<file path="src/rtl/fft_ser_pkg.sv">
// fft_ser_pkg
// Shared definitions for the FFT result serializer:
//   - state_t     : serializer FSM state encoding (IDLE/SEND/WAIT/DONE)
//   - ceil_div    : integer ceiling divide, used for bytes-per-word
//   - byte_loc_t  : location of one stream byte inside the snapshot
//   - map_byte    : stream byte index -> (word, point, channel, lane)
// Build option: FFT_SER_CHECKSUM_EN is consumed by fft_result_serializer.
package fft_ser_pkg;

    typedef enum logic [1:0] {
        ST_IDLE = 2'd0,
        ST_SEND = 2'd1,
        ST_WAIT = 2'd2,
        ST_DONE = 2'd3
    } state_t;

    function automatic int ceil_div(input int num, input int den);
        return (num + den - 1) / den;
    endfunction

    // word  : index into the stream of words (re only, or re/im interleaved)
    // point : FFT point the word belongs to
    // lane  : physical byte lane inside the (sign-extended) word
    // is_im : word comes from the imaginary channel
    typedef struct packed {
        int   word;
        int   point;
        int   lane;
        logic is_im;
    } byte_loc_t;

    function automatic byte_loc_t map_byte(input int idx, input int bpw,
                                           input int send_im, input int lsb_first);
        byte_loc_t loc;
        int        j;
        loc.word  = idx / bpw;
        j         = idx % bpw;
        loc.is_im = (send_im != 0) && ((loc.word % 2) == 1);
        loc.point = (send_im != 0) ? (loc.word / 2) : loc.word;
        loc.lane  = (lsb_first != 0) ? j : (bpw - 1 - j);
        return loc;
    endfunction

endpackage

</file>
<file path="src/rtl/fft_byte_select.sv">
// fft_byte_select
// Combinational NBYTES:1 byte selector over the captured FFT snapshot.
// Each word is sign-extended to a whole number of bytes, then the byte
// addressed by idx is picked according to the word/lane mapping.
// Ports:
//   re_flat  : snapshot real words, word k at [k*WORD_SIZE +: WORD_SIZE]
//   im_flat  : snapshot imaginary words, same packing (unused if SEND_IM=0)
//   idx      : stream byte index; indices >= NBYTES select 0
//   byte_out : selected byte
import fft_ser_pkg::*;

module fft_byte_select #(
    parameter int FFT_SIZE    = 16,
    parameter int WORD_SIZE   = 16,
    parameter int DATA_LENGTH = 8,
    parameter int SEND_IM     = 0,
    parameter int LSB_FIRST   = 1,
    parameter int IDX_W       = 6
) (
    input  logic [FFT_SIZE*WORD_SIZE-1:0] re_flat,
    input  logic [FFT_SIZE*WORD_SIZE-1:0] im_flat,
    input  logic [IDX_W-1:0]              idx,
    output logic [DATA_LENGTH-1:0]        byte_out
);

    localparam int BPW    = ceil_div(WORD_SIZE, DATA_LENGTH);
    localparam int EXT_W  = BPW * DATA_LENGTH;
    localparam int NWORDS = FFT_SIZE * (1 + SEND_IM);
    localparam int NBYTES = NWORDS * BPW;

    logic [EXT_W-1:0]       ext_word [NWORDS];
    logic [DATA_LENGTH-1:0] byte_tbl [NBYTES];

    // Word stream: re[k] only, or re[p], im[p] interleaved per point.
    for (genvar w = 0; w < NWORDS; w++) begin : g_word
        localparam byte_loc_t LOC = map_byte(w * BPW, BPW, SEND_IM, LSB_FIRST);
        logic [WORD_SIZE-1:0] raw;
        if (LOC.is_im) begin : g_im
            assign raw = im_flat[LOC.point*WORD_SIZE +: WORD_SIZE];
        end else begin : g_re
            assign raw = re_flat[LOC.point*WORD_SIZE +: WORD_SIZE];
        end
        // Words are signed: a partial top byte carries the sign.
        assign ext_word[w] = EXT_W'($signed(raw));
    end

    for (genvar c = 0; c < NBYTES; c++) begin : g_byte
        localparam byte_loc_t LOC = map_byte(c, BPW, SEND_IM, LSB_FIRST);
        assign byte_tbl[c] = ext_word[LOC.word][LOC.lane*DATA_LENGTH +: DATA_LENGTH];
    end

    if (SEND_IM == 0) begin : g_no_im
        logic unused_im;
        assign unused_im = ^im_flat;
    end

    always_comb begin
        byte_out = '0;
        for (int c = 0; c < NBYTES; c++) begin
            if (idx == IDX_W'(c)) begin
                byte_out = byte_tbl[c];
            end
        end
    end

endmodule

</file>
<file path="src/rtl/fft_result_serializer.sv">
// fft_result_serializer
// Snapshots all FFT output words on i_capture and streams them byte by
// byte to a UART transmitter.
// Build option: define FFT_SER_CHECKSUM_EN to append one XOR checksum byte
// after the payload (frame length NBYTES+1 instead of NBYTES).
// Ports:
//   i_clk, i_rst   : clock, asynchronous active-high reset
//   i_capture      : one-cycle pulse, FFT results valid
//   i_re_flat      : real words, word k at [k*WORD_SIZE +: WORD_SIZE]
//   i_im_flat      : imaginary words, same packing
//   i_tx_done      : one-cycle pulse from UART, current byte finished
//   o_tx_start     : one-cycle pulse to UART, launch o_tx_byte
//   o_tx_byte      : byte to transmit (stable from start until done)
//   o_busy         : frame in progress
//   o_frame_done   : one-cycle pulse after the final byte's done
//   o_drop         : one-cycle pulse when i_capture arrives outside IDLE
//   o_dbg_state    : current FSM state (fft_ser_pkg::state_t encoding)
import fft_ser_pkg::*;

module fft_result_serializer #(
    parameter int FFT_SIZE    = 16,
    parameter int WORD_SIZE   = 16,
    parameter int DATA_LENGTH = 8,
    parameter int SEND_IM     = 0,
    parameter int LSB_FIRST   = 1
) (
    input  logic                          i_clk,
    input  logic                          i_rst,
    input  logic                          i_capture,
    input  logic [FFT_SIZE*WORD_SIZE-1:0] i_re_flat,
    input  logic [FFT_SIZE*WORD_SIZE-1:0] i_im_flat,
    input  logic                          i_tx_done,
    output logic                          o_tx_start,
    output logic [DATA_LENGTH-1:0]        o_tx_byte,
    output logic                          o_busy,
    output logic                          o_frame_done,
    output logic                          o_drop,
    output logic [1:0]                    o_dbg_state
);

    localparam int BPW    = ceil_div(WORD_SIZE, DATA_LENGTH);
    localparam int NBYTES = FFT_SIZE * BPW * (1 + SEND_IM);
`ifdef FFT_SER_CHECKSUM_EN
    localparam int NSLOTS = NBYTES + 1;
`else
    localparam int NSLOTS = NBYTES;
`endif
    localparam int              CNT_W    = $clog2(NSLOTS + 1);
    localparam logic [CNT_W-1:0] LAST_IDX = CNT_W'(NSLOTS - 1);

    state_t                        state_q, state_d;
    logic [CNT_W-1:0]              cnt_q, cnt_d;
    logic [FFT_SIZE*WORD_SIZE-1:0] snap_re_q, snap_im_q;
    logic [DATA_LENGTH-1:0]        payload_byte;
    logic [DATA_LENGTH-1:0]        cur_byte;
    logic                          capture_ok;

    assign capture_ok  = i_capture && (state_q == ST_IDLE);
    assign o_dbg_state = state_q;

    always_ff @(posedge i_clk or posedge i_rst) begin
        if (i_rst) begin
            state_q   <= ST_IDLE;
            cnt_q     <= '0;
            snap_re_q <= '0;
            snap_im_q <= '0;
        end else begin
            state_q <= state_d;
            cnt_q   <= cnt_d;
            if (capture_ok) begin
                snap_re_q <= i_re_flat;
                snap_im_q <= i_im_flat;
            end
        end
    end

    fft_byte_select #(
        .FFT_SIZE   (FFT_SIZE),
        .WORD_SIZE  (WORD_SIZE),
        .DATA_LENGTH(DATA_LENGTH),
        .SEND_IM    (SEND_IM),
        .LSB_FIRST  (LSB_FIRST),
        .IDX_W      (CNT_W)
    ) u_byte_select (
        .re_flat (snap_re_q),
        .im_flat (snap_im_q),
        .idx     (cnt_q),
        .byte_out(payload_byte)
    );

`ifdef FFT_SER_CHECKSUM_EN
    // Running XOR of payload bytes, folded in as each byte is launched.
    logic [DATA_LENGTH-1:0] csum_q;

    always_ff @(posedge i_clk or posedge i_rst) begin
        if (i_rst) begin
            csum_q <= '0;
        end else if (capture_ok) begin
            csum_q <= '0;
        end else if ((state_q == ST_SEND) && (cnt_q != CNT_W'(NBYTES))) begin
            csum_q <= csum_q ^ payload_byte;
        end
    end

    assign cur_byte = (cnt_q == CNT_W'(NBYTES)) ? csum_q : payload_byte;
`else
    assign cur_byte = payload_byte;
`endif

    // UART handshake: o_tx_start pulses for one cycle (SEND) with o_tx_byte
    // valid; o_tx_byte then holds until the UART returns a one-cycle
    // i_tx_done, which is honoured only in WAIT. The next start follows
    // one cycle after that done.
    always_comb begin
        state_d      = state_q;
        cnt_d        = cnt_q;
        o_tx_start   = 1'b0;
        o_busy       = 1'b0;
        o_frame_done = 1'b0;
        o_drop       = i_capture && (state_q != ST_IDLE);
        o_tx_byte    = '0;
        case (state_q)
            ST_IDLE: begin
                if (i_capture) begin
                    cnt_d   = '0;
                    state_d = ST_SEND;
                end
            end
            ST_SEND: begin
                o_tx_start = 1'b1;
                o_busy     = 1'b1;
                o_tx_byte  = cur_byte;
                state_d    = ST_WAIT;
            end
            ST_WAIT: begin
                o_busy    = 1'b1;
                o_tx_byte = cur_byte;
                if (i_tx_done) begin
                    if (cnt_q == LAST_IDX) begin
                        state_d = ST_DONE;
                    end else begin
                        cnt_d   = cnt_q + CNT_W'(1);
                        state_d = ST_SEND;
                    end
                end
            end
            ST_DONE: begin
                o_frame_done = 1'b1;
                state_d      = ST_IDLE;
            end
            default: state_d = ST_IDLE;
        endcase
    end

endmodule
</file>
<file path="config.mk">
export PLATFORM = sky130hd
export DESIGN_NAME = fft_result_serializer
export DESIGN_NICKNAME = d
export VERILOG_FILES = /design/src/rtl/fft_ser_pkg.sv /design/src/rtl/fft_byte_select.sv /design/src/rtl/fft_result_serializer.sv
export SDC_FILE = /design/constraint.sdc
export NUM_CORES = 1
export LEC_CHECK = 0
export BUFFER_PORTS_ARGS = -buffer_cell sky130_fd_sc_hd__buf_2
export CELL_PAD_IN_SITES_DETAIL_PLACEMENT = 2
export CELL_PAD_IN_SITES_GLOBAL_PLACEMENT = 2
export CORE_ASPECT_RATIO = 1.75
export CORE_UTILIZATION = 38
export DETAILED_ROUTE_END_ITERATION = 12
export HOLD_SLACK_MARGIN = 0.1
export PLACE_DENSITY = 0.9
export SETUP_SLACK_MARGIN = 0.05
export SYNTH_ARGS = -nofsm -noshare
export SYNTH_HDL_FRONTEND = slang
export SYNTH_HIERARCHICAL = 1
export SYNTH_SLANG_ARGS = --single-unit
</file>
<file path="constraint.sdc">
create_clock -name i_clk -period 23 [get_ports i_clk]
set_input_delay 4.6 -clock i_clk [delete_from_list [all_inputs] [get_ports i_clk]]
set_output_delay 4.6 -clock i_clk [all_outputs]
set_load 0.005 [all_outputs]
</file>
Word level (Yosys, flattened, before mapping)
Index checks and enable logic that the tools add are counted.
Word-level totals
  flip-flop bits (word level): 264
  bits in latches: 0
  RAM bits: 0
  memory bits (read-only): 0
  bits of input ports: 516
  logic and storage cells: 94
  memories kept: 0
Cells by class
  add/subtract/negate cells: 1
  $mul: 0
  div/mod/pow operators: 0
  magnitude comparators: 0
  equality and inequality tests: 37
  shift-type cells: 0
  mux-type cells: 44
  bitwise gates (word level): 0
  reductions and logical operators: 9
Operators with widths (count)
  two-way mux 8 bit: 33
  == test 6 x 5 -> 1 bit, second input constant: 16
  == test 6 x 4 -> 1 bit, second input constant: 8
  == test 6 x 3 -> 1 bit, second input constant: 4
  two-way mux 6 bit: 3
  == test 6 x 2 -> 1 bit, second input constant: 2
  one-hot mux 6 bit (2 select lines): 1
  one-hot mux 2 bit (4 select lines): 1
  adder 6 x 1 -> 6 bit, second input constant: 1
  == test 6 x 1 -> 1 bit, second input constant: 1
  zero test 6 bit: 1
  two-way mux 2 bit: 3
  != test 2 bit, second input constant: 3
  == test 2 bit, second input constant: 2
  AND reduction 4 bit: 1
  nonzero test 2 bit: 2
  two-way mux 1 bit: 3
  == test 2 x 1 -> 1 bit, second input constant: 1
  logical AND 1 bit: 2
  zero test 2 bit: 1
  AND reduction 2 bit: 1
  OR reduction 2 bit: 1

Depth between registers and ports, before layout
  depth after elaboration: 34
  mapped depth: 11
  gate-level depth less buffers: 7

Cells and area by module
Netlist, hierarchy kept.
Modules (own cells, without submodules)
  fft_result_serializer: instances 1, cells each 1139, area an instance 19759.0 um^2, seq. area each 13012.5 um^2
  fft_byte_select: instances 1, cells each 465, area an instance 3176.8 um^2, seq. area each 0.0 um^2

Worst setup path before layout
OpenSTA, ideal clock, no wires.
  kind: input to output
  start: input port i_capture
  end: output port o_drop
  arrival: 4.731 ns
  setup slack: 13.669 ns
  stages on the path: 1
  path through: nor2b_1
On the way
  cells in the longest elaborated chain, start to end: 1
Ends and longest elaborated chain
  start: declaration: line fft_result_serializer.sv:29  | input logic i_capture,
  logical AND 1 bit: line fft_result_serializer.sv:120  | o_drop = i_capture && (state_q != ST_IDLE);
  end: declaration: line fft_result_serializer.sv:37  | output logic o_drop,
No other way between the ends.

Worst setup path in the final report
Ends and elaborated chain as after synthesis.

==> flow_metrics.py <==
metrics = {
    "global_route": {
        "grt_start_max_net_pins": 142,
        "grt_pass1_wl_mm": 79.07,
        "global_route.usage.total_pct": 30.26,
        "first_global_vias": 12210,
        "grt_remaining_overflow": 0,
        "antenna_found_initial": 19,
    },
    "floorplan": {
        "io_pins": 530,
        "die-area_mm2": 0.03600,
        "height_of_the_die_um": 250.3,
        "die_x_um": 143.9,
        "initial_standard_cell_utilization_of_the_core_pct": 38.72,
        "placement_rows": 90,
        "design.core.area_mm2": 0.03457,
    },
    "sta": {
        "finalHoldWorstSlack_ps": 502.5,
        "setup_repair_after_global_routing_missed_its_margin": "no",
        "post-route-min-period_ps": 9672,
        "finalClockSkew_ps": 13.78,
        "timing_hold_violations_final": 0,
        "period_utilization_pct": 42.05,
        "max_freq_mhz": 103.4,
        "finalMaxSlewViolations": 0,
        "setup_violations": 0,
        "slew_headroom_pct": 31.55,
        "totalNegativeSetupSlack_ps": 0,
        "worst_pin_slew_ps": 1027,
    },
    "worst_setup_path": {
        "crit_type": "in2out",
        "critPathRequiredTime_ps": 18400,
        "critPathArrivalTime_ps": 5070,
        "cp_common_cell": "buf_2",
        "slowest_delay_ps": 170,
        "cp-end-kind": "primary output",
        "critical_path_cell_sequence": "buf_2, nor2b_1, buf_2",
        "critical_path_peak_fanout": 3,
        "critPathLaunchType": "input pin",
        "critPathSlowestCell": "buf_2",
    },
    "drt": {
        "route.vias.total": 10430,
        "detail_route.drc_violations": 0,
        "avgViaCountPerCell": 5.805,
        "initialDrtViolationCount": 630,
        "drt.antenna.violating_nets": 0,
        "wl_mm": 54.14,
        "routedWlPerCell_um": 30.13,
        "drtPass1Iterations": 5,
    },
    "placement": {
        "place.port_buffers": 273,
        "gp_routability_congestion": 0.8406,
        "area_after_detailed_placement_mm2": 0.01491,
        "detailed_place_hpwl_mm": 38.01,
    },
    "power_and_ir_drop": {
        "combinationalPowerShare_pct": 40.6,
        "clkPwrFrac_pct": 20.1,
        "cell_internal_pwr_w": 0.001387,
        "power-per-cell-area_mw_per_mm2": 143.1,
        "cellLeakagePower_nw": 6.839,
        "net_load_switching_power_w": 0.0008778,
        "sw_frac_of_total_pct": 38.76,
        "share_seq_of_total_power_pct": 39.3,
        "total_power_w": 0.002265,
        "vdd.ir_drop.worst_v": 0.00009195,
    },
    "synthesis": {
        "netlist_instances": 1067,
        "syn_nets": 1589,
        "ys_warn_count": 6,
        "syn_area_per_cell_um2": 12.54,
        "netlist_area_pre_place_mm2": 0.01338,
    },
    "cells_and_area": {
        "layout.core_utilization_pct": 45.79,
        "final.fill_count": 3467,
        "synthToLayoutAreaGrowth_pct": 18.29,
        "postLayoutCellArea_mm2": 0.01583,
        "drive_gt1_share_pct": 48.45,
        "num-nets-final": 1826,
    },
    "cts": {
        "source_to_sink_clock_delay_at_the_later_pin_of_the_worst_skew_pair_ps": 570,
        "cts.repair.resized": 0,
        "clk_pin_slew_ps": 60,
        "tritoncts": "yes",
        "cts-buffers-inserted": 27,
        "ctsRootBufferMaster": "clkbuf_16",
        "postCtsSetupBuffers": 0,
        "clock_tree.htree_level_count": 1,
        "sinks_on_clock_net": 264,
        "ctsLongestPathBuffers": 3,
        "cts.hold.buffers_added": 0,
    },
    "run_status": {
        "run_status": "finished, final reports clean",
    },
    "job": {
        "timing.max_cap.violations": 0,
    },
    "worst_hold_path": {
        "hp-class": "reg2reg",
    },
}
state kept, by name, indices dropped and copies added (netlist names):
register     cells
o_dbg_state      2
snap_re_q      256
cnt_q            6
through the flow:
step                      instances  setup WS, ps
after floorplan                1067         11130
after global placement         1735         13360
after detailed placement       1735         13350
after CTS                      1783         13330
after global routing           1795         13290
final                          1797         13330
cells in the final DEF (no fill, tap or decap), types with 5 or more instances in the layout:
master,instances
dfrtp_1,261
a21o_1,6
nor2_1,42
o31ai_1,5
nand2_1,35
o21ai_0,43
o22ai_1,15
mux2_2,271
a211o_1,5
clkinv_2,5
diode_2,14
mux2i_1,34
ha_1,6
a31oi_1,11
o2bb2ai_1,6
buf_2,273
nor3_1,17
clkbuf_16,27
nand2b_1,10
clkbuf_8,5
a221oi_1,9
inv_1,7
nor2b_1,12
and2_1,10
nand3_1,12
o221ai_1,9
a22oi_1,9
buf_4,21
a211oi_1,8
o211ai_1,7
a21oi_1,45
mux4_2,13
worst max-delay path, delay by kind of cell:
kind          cells  cell delay, ps
buf+inv           2             320
simple gates      1             150
layer usage:
metal  vias to the layer above  part of all wire (%)  global-route usage [%]
li1                       4428                     -                       -
met1                      5391                    35                   31.45
met2                       456                    52                   54.04
met3                       144                   6.5                   6.672
met4                        12                   6.4                   18.94
met5                         -                  0.17                       0
cell type report:
class / count / area, µm² / share of cell area, %
clock buffer: 36 / 759.5 / 4.797
inverter: 9 / 41.29 / 0.2608
tap: 460 / 575.6 / 3.636
antenna: 14 / 35.03 / 0.2213
sequential: 264 / 6615 / 41.78
timing repair buffer: 294 / 1524 / 9.626
multi-input combinational: 708 / 6152 / 38.86
clock inverter: 12 / 128.9 / 0.8140
final timing paths:
kind                                             from                    endpoint  slack, ps  depth (start not counted)
setup / recovery                            i_capture                      o_drop      13330                          3
hold / removal              snap_re_q[84]$_DFFE_PP0P_   snap_re_q[84]$_DFFE_PP0P_        500                          1
setup reg to reg           o_dbg_state[1]$_DFFE_PP0P_  snap_re_q[108]$_DFFE_PP0P_      18920                          6
hold reg to reg             snap_re_q[84]$_DFFE_PP0P_   snap_re_q[84]$_DFFE_PP0P_        500                          1
max in group asynchronous                       i_rst        cnt_q[1]$_DFFE_PP0P_      17100                          3
min in group asynchronous                       i_rst   snap_re_q[99]$_DFFE_PP0P_       4240                          2
power by group through the flow:
stage | logic (W) | registers [W] | clock network, W
floorplan | 0.000642 | 0.000793 | 0
global route | 0.000963 | 0.000909 | 0.000477
detailed placement | 0.000898 | 0.000883 | 0
CTS | 0.000916 | 0.000885 | 0.000462
global placement | 0.000841 | 0.000846 | 0
finish | 0.000920 | 0.000889 | 0.000456
No activity file was read; power rests on OpenSTA's default activity.
